**src/rtl/muldiv_ctrl_if.sv**
```systemverilog
// Interface between the HI/LO sequencer, the control unit and the iterative MULT/DIV units.
// The slave modport is the sequencer's view; master is everything around it.
interface muldiv_ctrl_if;
  logic        OpStart;
  logic [1:0]  OpSel;
  logic [31:0] RegAOut;
  logic [31:0] RegBOut;
  logic [31:0] OpA;
  logic [31:0] OpB;
  logic        DivCtrl;
  logic        DivDone;
  logic        Div0;
  logic [31:0] DivHI;
  logic [31:0] DivLO;
  logic        MultCtrl;
  logic        MultDone;
  logic [31:0] MultHI;
  logic [31:0] MultLO;
  logic [31:0] HI;
  logic [31:0] LO;
  logic        Busy;
  logic        Done;
  logic        DivZero;
  logic        Timeout;

  modport slave (
    input  OpStart, OpSel, RegAOut, RegBOut, DivDone, Div0, DivHI, DivLO,
           MultDone, MultHI, MultLO,
    output OpA, OpB, DivCtrl, MultCtrl, HI, LO, Busy, Done, DivZero, Timeout
  );

  modport master (
    output OpStart, OpSel, RegAOut, RegBOut, DivDone, Div0, DivHI, DivLO,
           MultDone, MultHI, MultLO,
    input  OpA, OpB, DivCtrl, MultCtrl, HI, LO, Busy, Done, DivZero, Timeout
  );
endinterface

```
**src/rtl/muldiv_ctrl.sv**
```systemverilog
// HI/LO sequencer: runs one MULT/DIV on the iterative units (or a direct MTHI/MTLO write),
// commits results into HI/LO and pulses Done / DivZero / Timeout back to the control unit.
module muldiv_ctrl #(
  parameter int unsigned TIMEOUT_CYCLES = 64
) (
  input logic         clk,
  input logic         reset,
  muldiv_ctrl_if.slave bus
);

  typedef enum logic [1:0] {StIdle, StRunMult, StRunDiv} state_e;

  localparam logic [1:0] SelMult = 2'b00;
  localparam logic [1:0] SelDiv  = 2'b01;
  localparam logic [1:0] SelMthi = 2'b10;
  localparam logic [1:0] SelMtlo = 2'b11;
  localparam logic [7:0] WdogLast = 8'(TIMEOUT_CYCLES - 1);

  state_e      state_q, state_d;
  logic [31:0] op_a_q, op_a_d, op_b_q, op_b_d;
  logic [31:0] hi_q, hi_d, lo_q, lo_d;
  logic [7:0]  wdog_q, wdog_d;
  logic        done_q, done_d;
  logic        div_zero_q, div_zero_d;
  logic        timeout_q, timeout_d;
  logic        wdog_hit;

  always_ff @(posedge clk or negedge reset) begin
    if (!reset) begin
      state_q    <= StIdle;
      op_a_q     <= '0;
      op_b_q     <= '0;
      hi_q       <= '0;
      lo_q       <= '0;
      wdog_q     <= '0;
      done_q     <= 1'b0;
      div_zero_q <= 1'b0;
      timeout_q  <= 1'b0;
    end else begin
      state_q    <= state_d;
      op_a_q     <= op_a_d;
      op_b_q     <= op_b_d;
      hi_q       <= hi_d;
      lo_q       <= lo_d;
      wdog_q     <= wdog_d;
      done_q     <= done_d;
      div_zero_q <= div_zero_d;
      timeout_q  <= timeout_d;
    end
  end

  always_comb begin
    state_d    = state_q;
    op_a_d     = op_a_q;
    op_b_d     = op_b_q;
    hi_d       = hi_q;
    lo_d       = lo_q;
    wdog_d     = wdog_q;
    done_d     = 1'b0;
    div_zero_d = 1'b0;
    timeout_d  = 1'b0;
    wdog_hit   = (wdog_q == WdogLast);

    unique case (state_q)
      StIdle: begin
        if (bus.OpStart) begin
          case (bus.OpSel)
            SelMult: begin
              op_a_d  = bus.RegAOut;
              op_b_d  = bus.RegBOut;
              wdog_d  = '0;
              state_d = StRunMult;
            end
            SelDiv: begin
              op_a_d  = bus.RegAOut;
              op_b_d  = bus.RegBOut;
              wdog_d  = '0;
              state_d = StRunDiv;
            end
            SelMthi: begin
              hi_d   = bus.RegAOut;
              done_d = 1'b1;
            end
            SelMtlo: begin
              lo_d   = bus.RegAOut;
              done_d = 1'b1;
            end
          endcase
        end
      end
      StRunMult: begin
        // A completion on the watchdog's last edge still commits.
        if (bus.MultDone) begin
          hi_d    = bus.MultHI;
          lo_d    = bus.MultLO;
          done_d  = 1'b1;
          state_d = StIdle;
        end else if (wdog_hit) begin
          timeout_d = 1'b1;
          done_d    = 1'b1;
          state_d   = StIdle;
        end else begin
          wdog_d = wdog_q + 8'd1;
        end
      end
      StRunDiv: begin
        if (bus.Div0) begin
          div_zero_d = 1'b1;
          done_d     = 1'b1;
          state_d    = StIdle;
        end else if (bus.DivDone) begin
          hi_d    = bus.DivHI;
          lo_d    = bus.DivLO;
          done_d  = 1'b1;
          state_d = StIdle;
        end else if (wdog_hit) begin
          timeout_d = 1'b1;
          done_d    = 1'b1;
          state_d   = StIdle;
        end else begin
          wdog_d = wdog_q + 8'd1;
        end
      end
      default: state_d = StIdle;
    endcase
  end

  // Unit start levels are decoded from state so an async reset drops them at once.
  always_comb begin
    bus.MultCtrl = (state_q == StRunMult);
    bus.DivCtrl  = (state_q == StRunDiv);
    bus.Busy     = (state_q != StIdle);
    bus.OpA      = op_a_q;
    bus.OpB      = op_b_q;
    bus.HI       = hi_q;
    bus.LO       = lo_q;
    bus.Done     = done_q;
    bus.DivZero  = div_zero_q;
    bus.Timeout  = timeout_q;
  end

endmodule

```
**src/flat_wrapper.sv**
```systemverilog
// flat-port wrapper written by rule: the top's interface ports become plain ports
module muldiv_ctrl_flat 
#(
  parameter int unsigned TIMEOUT_CYCLES = 64
)
  (clk, reset, bus_OpStart, bus_OpSel, bus_RegAOut, bus_RegBOut, bus_DivDone, bus_Div0, bus_DivHI, bus_DivLO, bus_MultDone, bus_MultHI, bus_MultLO, bus_OpA, bus_OpB, bus_DivCtrl, bus_MultCtrl, bus_HI, bus_LO, bus_Busy, bus_Done, bus_DivZero, bus_Timeout);
  muldiv_ctrl_if bus_i ();
  input logic clk;
  input logic reset;
  input wire logic [$bits(bus_i.OpStart)-1:0] bus_OpStart;
  input wire logic [$bits(bus_i.OpSel)-1:0] bus_OpSel;
  input wire logic [$bits(bus_i.RegAOut)-1:0] bus_RegAOut;
  input wire logic [$bits(bus_i.RegBOut)-1:0] bus_RegBOut;
  input wire logic [$bits(bus_i.DivDone)-1:0] bus_DivDone;
  input wire logic [$bits(bus_i.Div0)-1:0] bus_Div0;
  input wire logic [$bits(bus_i.DivHI)-1:0] bus_DivHI;
  input wire logic [$bits(bus_i.DivLO)-1:0] bus_DivLO;
  input wire logic [$bits(bus_i.MultDone)-1:0] bus_MultDone;
  input wire logic [$bits(bus_i.MultHI)-1:0] bus_MultHI;
  input wire logic [$bits(bus_i.MultLO)-1:0] bus_MultLO;
  output wire logic [$bits(bus_i.OpA)-1:0] bus_OpA;
  output wire logic [$bits(bus_i.OpB)-1:0] bus_OpB;
  output wire logic [$bits(bus_i.DivCtrl)-1:0] bus_DivCtrl;
  output wire logic [$bits(bus_i.MultCtrl)-1:0] bus_MultCtrl;
  output wire logic [$bits(bus_i.HI)-1:0] bus_HI;
  output wire logic [$bits(bus_i.LO)-1:0] bus_LO;
  output wire logic [$bits(bus_i.Busy)-1:0] bus_Busy;
  output wire logic [$bits(bus_i.Done)-1:0] bus_Done;
  output wire logic [$bits(bus_i.DivZero)-1:0] bus_DivZero;
  output wire logic [$bits(bus_i.Timeout)-1:0] bus_Timeout;
  assign bus_i.OpStart = bus_OpStart;
  assign bus_i.OpSel = bus_OpSel;
  assign bus_i.RegAOut = bus_RegAOut;
  assign bus_i.RegBOut = bus_RegBOut;
  assign bus_i.DivDone = bus_DivDone;
  assign bus_i.Div0 = bus_Div0;
  assign bus_i.DivHI = bus_DivHI;
  assign bus_i.DivLO = bus_DivLO;
  assign bus_i.MultDone = bus_MultDone;
  assign bus_i.MultHI = bus_MultHI;
  assign bus_i.MultLO = bus_MultLO;
  assign bus_OpA = bus_i.OpA;
  assign bus_OpB = bus_i.OpB;
  assign bus_DivCtrl = bus_i.DivCtrl;
  assign bus_MultCtrl = bus_i.MultCtrl;
  assign bus_HI = bus_i.HI;
  assign bus_LO = bus_i.LO;
  assign bus_Busy = bus_i.Busy;
  assign bus_Done = bus_i.Done;
  assign bus_DivZero = bus_i.DivZero;
  assign bus_Timeout = bus_i.Timeout;
  muldiv_ctrl #(.TIMEOUT_CYCLES(TIMEOUT_CYCLES)) u_core (.clk(clk), .reset(reset), .bus(bus_i));
endmodule
```
**config.mk**
```make
export PLATFORM = sky130hd
export DESIGN_NAME = muldiv_ctrl_flat
export DESIGN_NICKNAME = d
export VERILOG_FILES = /design/src/rtl/muldiv_ctrl_if.sv /design/src/rtl/muldiv_ctrl.sv /design/src/flat_wrapper.sv
export SDC_FILE = /design/constraint.sdc
export NUM_CORES = 1
export LEC_CHECK = 0
export ABC_CLOCK_PERIOD_IN_PS = 2400
export CORE_MARGIN = 2
export CORE_UTILIZATION = 41
export DETAILED_ROUTE_END_ITERATION = 6
export PLACE_DENSITY_LB_ADDON = 0.08
export SLEW_MARGIN = 20
export SYNTH_ARGS = -nofsm -noshare
export SYNTH_HDL_FRONTEND = slang
export SYNTH_SLANG_ARGS = --single-unit
export TNS_END_PERCENT = 10
```
**constraint.sdc**
```tcl
create_clock -name clk -period 2.4 [get_ports clk]
set_clock_uncertainty 0.05 [all_clocks]
set_input_delay 0.24 -clock clk [delete_from_list [all_inputs] [get_ports clk]]
set_output_delay 0.24 -clock clk [all_outputs]
set_load 0.02 [all_outputs]
```
==> impl_metrics.py <==
metrics = {
    "cells_and_area": {
        "fillers": 1193,
        "stdcell_count": 1105,
        "n_antenna_cell": 0,
        "nNetsFinal": 1081,
        "drive_above_1_share_pct": 18.8,
        "syn_to_final_growth_pct": 63.8,
    },
    "cts": {
        "tritoncts.num_buffers": 17,
        "worst_setup_hold_path_clk_slew_ns": 0.06,
        "clock_latency_ns": 0.41,
        "max_h_tree_level": 4,
        "clk_path_buf_depth": 2,
        "cts_sinks": 141,
        "tritoncts": "built",
        "clock-root-buffer": "clkbuf_16",
    },
    "power": {
        "peakVddDrop_v": 0.000940,
        "cell_internal_power_dissipation_w": 0.0103,
        "total_leakage_power_nw": 4.47,
        "power.share.clock_pct": 18.2,
        "cell_pwr_density_nw_per_um2": 1520,
        "power.share.sequential_pct": 25.4,
        "pwr-share-comb_pct": 56.4,
        "switchingPower_w": 0.00632,
        "switching_share_pct": 38.0,
    },
    "timing": {
        "finalSetupTns_ns": 0,
        "slew_at_the_pin_with_the_worst_max_slew_slack_ns": 0.671,
        "worst_slew_margin_rel_pct": 55.2,
        "rsz0062_at_grt": "no",
        "hold_viol_final": 0,
        "setup_viol_count_final": 0,
        "fmax_mhz": 433,
        "final-max-slew-violation-count": 0,
        "fin_crit_sh_pct": 96.3,
        "layout_min_cycle_time_ns": 2.31,
    },
    "worst_setup_path": {
        "worstPathArrival_ns": 2.02,
        "reg2regPathDepth": 7,
        "rr_endpoint": "u_core.bus.LO[21]",
        "setup.reg_to_reg.worst_slack_ns": 0.18,
        "regToRegStartpoint": "u_core.state_q[1]",
        "worst-path-max-fanout": 5,
        "worstSetupEndpointType": "primary output",
        "critPathRequiredTime_ns": 2.11,
        "startpoint_type": "flip-flop",
        "worstSetupPathType": "reg2out",
    },
    "floorplanning": {
        "floorplan.core_area_um2": 15900,
        "start_util_pct": 42.0,
        "die_area_um2": 17400,
        "floorplan.die.width_um": 132,
        "io_pins": 334,
        "chipHeight_um": 132,
        "floorplan.rows": 46,
    },
    "synthesis": {
        "synth_top_area_share_pct": 52.7,
        "postSynthAreaPerCell_um2": 12.2,
        "synthesis.instances": 547,
        "synth-warning-count": 0,
        "synth.top_cells.by_area": "dfrtp_1, mux2_2, a22oi_1",
        "synth_sequential_area_ratio_pct": 52.7,
        "postSynthNetCount": 752,
        "yosysTopAreaCell": "dfrtp_1",
        "synth_area_um2": 6700,
        "synth.distinct_cells": 40,
        "synth-seq-cells": 141,
    },
    "global_routing": {
        "grtUsageTotal_pct": 24.9,
        "grt_remaining_overflow": 0,
        "number_of_global_route_vias_before_repair": 6253,
        "grt_first_pass_wirelength_um": 33900,
        "initial_antenna_violation_count": 0,
        "pin_count_of_the_biggest_net_entering_global_routing": 61,
    },
    "run": {
        "drv_cap": 0,
    },
    "routing": {
        "drtAntennaViolNets": 0,
        "routed_wire_length_per_instance_um": 19.5,
        "first_iter_violations": 292,
        "num_vias": 5849,
        "totalWireLength_um": 21600,
        "drt_drc_violations_left": 0,
        "drt_pass1_iterations": 5,
        "route.detailed.vias_per_inst": 5.29,
    },
    "outcome": {
        "run_status": "completed",
    },
    "placement": {
        "dp.final_hpwl_um": 16200,
        "globalplace.congestion": 0.825,
        "dp_cells": 1072,
        "io_buffer_count": 333,
    },
    "hold_path": {
        "worst_hold_path_type": "in2async",
    },
}
## flip-flops by register name, summed over array words and instances (netlist names)
register	flops
u_core.bus.OpB	32
u_core.bus.LO	32
u_core.bus.Timeout	1
u_core.bus.DivZero	1
u_core.wdog_q	8
u_core.bus.OpA	32
u_core.bus.Done	1
u_core.bus.HI	32
u_core.state_q	2
## power groups by stage
| stage | clock [W] | combinational (W) | sequential, W |
|---|---|---|---|
| finish | 0.00302 | 0.00938 | 0.00423 |
| floorplan | 0 | 0.00413 | 0.00557 |
| CTS | 0.00306 | 0.00949 | 0.00423 |
| global placement | 0 | 0.00923 | 0.00417 |
| detailed placement | 0 | 0.00942 | 0.00424 |
| global route | 0.00316 | 0.0100 | 0.00437 |
## layout make-up
cell class                 count  area [µm²]  share of cell area, %
timing repair buffer         350        3520                   32.1
tap                          216         270                   2.46
multi-input combinational    361        2950                   26.9
inverter                       5        18.8                  0.171
sequential                   141        3530                   32.2
clock inverter                11         211                   1.93
clock buffer                  21         470                   4.29
## synth_stat cells (all sizes together)
cell       n
a211o      1
a22oi     64
inv        5
a211oi     1
clkbuf    16
nor2b      1
o21ai     12
o211ai     1
ha         5
and2b      1
o2111ai    1
nand2b     2
or4b       1
nand4      3
a22o       1
nand3      4
dfrtp    141
o22ai      1
nor2      37
a31o       1
nor3       4
a21oi     71
mux2     128
or4        1
nand4bb    1
and3       3
buf       24
nand2      7
o31ai      3
and2       2
or3        4
## cells by family (layout without fill, tap and decap cells)
logic type | count (synthesis) | count (layout) | synth area share [%]
compound gates | 157 | 157 | 14.9
flops | 141 | 141 | 52.7
mux | 128 | 128 | 22.7
simple gates | 71 | 71 | 5.18
buf+inv | 45 | 387 | 3.64
fa+ha+maj | 5 | 5 | 0.934
## cells in the final DEF, fill, tap and decap left out, drive strengths merged
master         synthesis  routed
dlygate4sd2            0       1
a22oi                 64      64
and2                   2       2
buf                   24      17
ha                     5       5
o211ai                 1       1
nand3                  4       4
nor3                   4       4
bufinv                 0       6
o22ai                  1       1
clkinvlp               0       1
clkinv                 0       4
clkbuf                16      21
nand4                  3       3
dlygate4sd3            0       1
or4                    1       1
clkdlybuf4s50          0     331
or3                    4       4
o21ai                 12      12
nand2b                 2       2
nand2                  7       7
or4b                   1       1
dfrtp                141     141
nor2                  37      37
mux2                 128     128
and2b                  1       1
a31o                   1       1
a22o                   1       1
o2111ai                1       1
inv                    5       5
a211o                  1       1
and3                   3       3
o31ai                  3       3
nor2b                  1       1
a211oi                 1       1
a21oi                 71      71
nand4bb                1       1
## routing by layer
metal / GRT usage [%] / vias up / part of all wire, %
li1: - / 2700 / -
met3: 8.11 / 40 / 7.7
met2: 44.5 / 257 / 52
met5: 0 / - / 0
met1: 28.2 / 2852 / 39
met4: 7.97 / 0 / 2.2
## how the worst max path moves through the flow
stage,slack (ns),cells past startpoint,end,from
2_1_floorplan,0.43,7,u_core.bus.LO[10],u_core.state_q[1]
3_3_place_gp,0.27,5,u_core.wdog_q[7],bus_DivDone
3_5_place_dp,0.21,5,u_core.wdog_q[7],bus_OpSel[1]
4_1_cts,0.10,4,bus_Busy,u_core.state_q[0]
5_1_grt,0.02,4,bus_Busy,u_core.state_q[1]
6_report,0.09,4,bus_Busy,u_core.state_q[1]
## stage by stage
step / util [%] / instance area [µm²] / worst slack [ns] / hold WS, ns / total power [W]
2_1_floorplan: - / 6700 / 0.433 / -0.106 / 0.00969
3_3_place_gp: 64.4 / 10300 / 0.268 / 0.159 / 0.0134
3_5_place_dp: 64.4 / 10300 / 0.214 / 0.168 / 0.0137
4_1_cts: 68.8 / 11000 / 0.102 / 0.307 / 0.0168
5_1_grt: 68.8 / 11000 / 0.0225 / 0.327 / 0.0175
6_report: 68.8 / 11000 / 0.0897 / 0.289 / 0.0166
## critical path, cell delays in order (launching register included)
cell	delay, ns
dfrtp_1	0.42
inv_1	0.13
ha_4	0.20
inv_1	0.20
clkdlybuf4s50_1	0.66
## what timing repair did
item | CTS | global route
endpoints found under the hold margin | 46 | 0
endpoints found under the setup margin | 1 | 0
buffers inserted | 0 | 0
hold buffers | 1 | 0
gates resized for setup | 2 | 0
(Power assumes the default switching activity.)
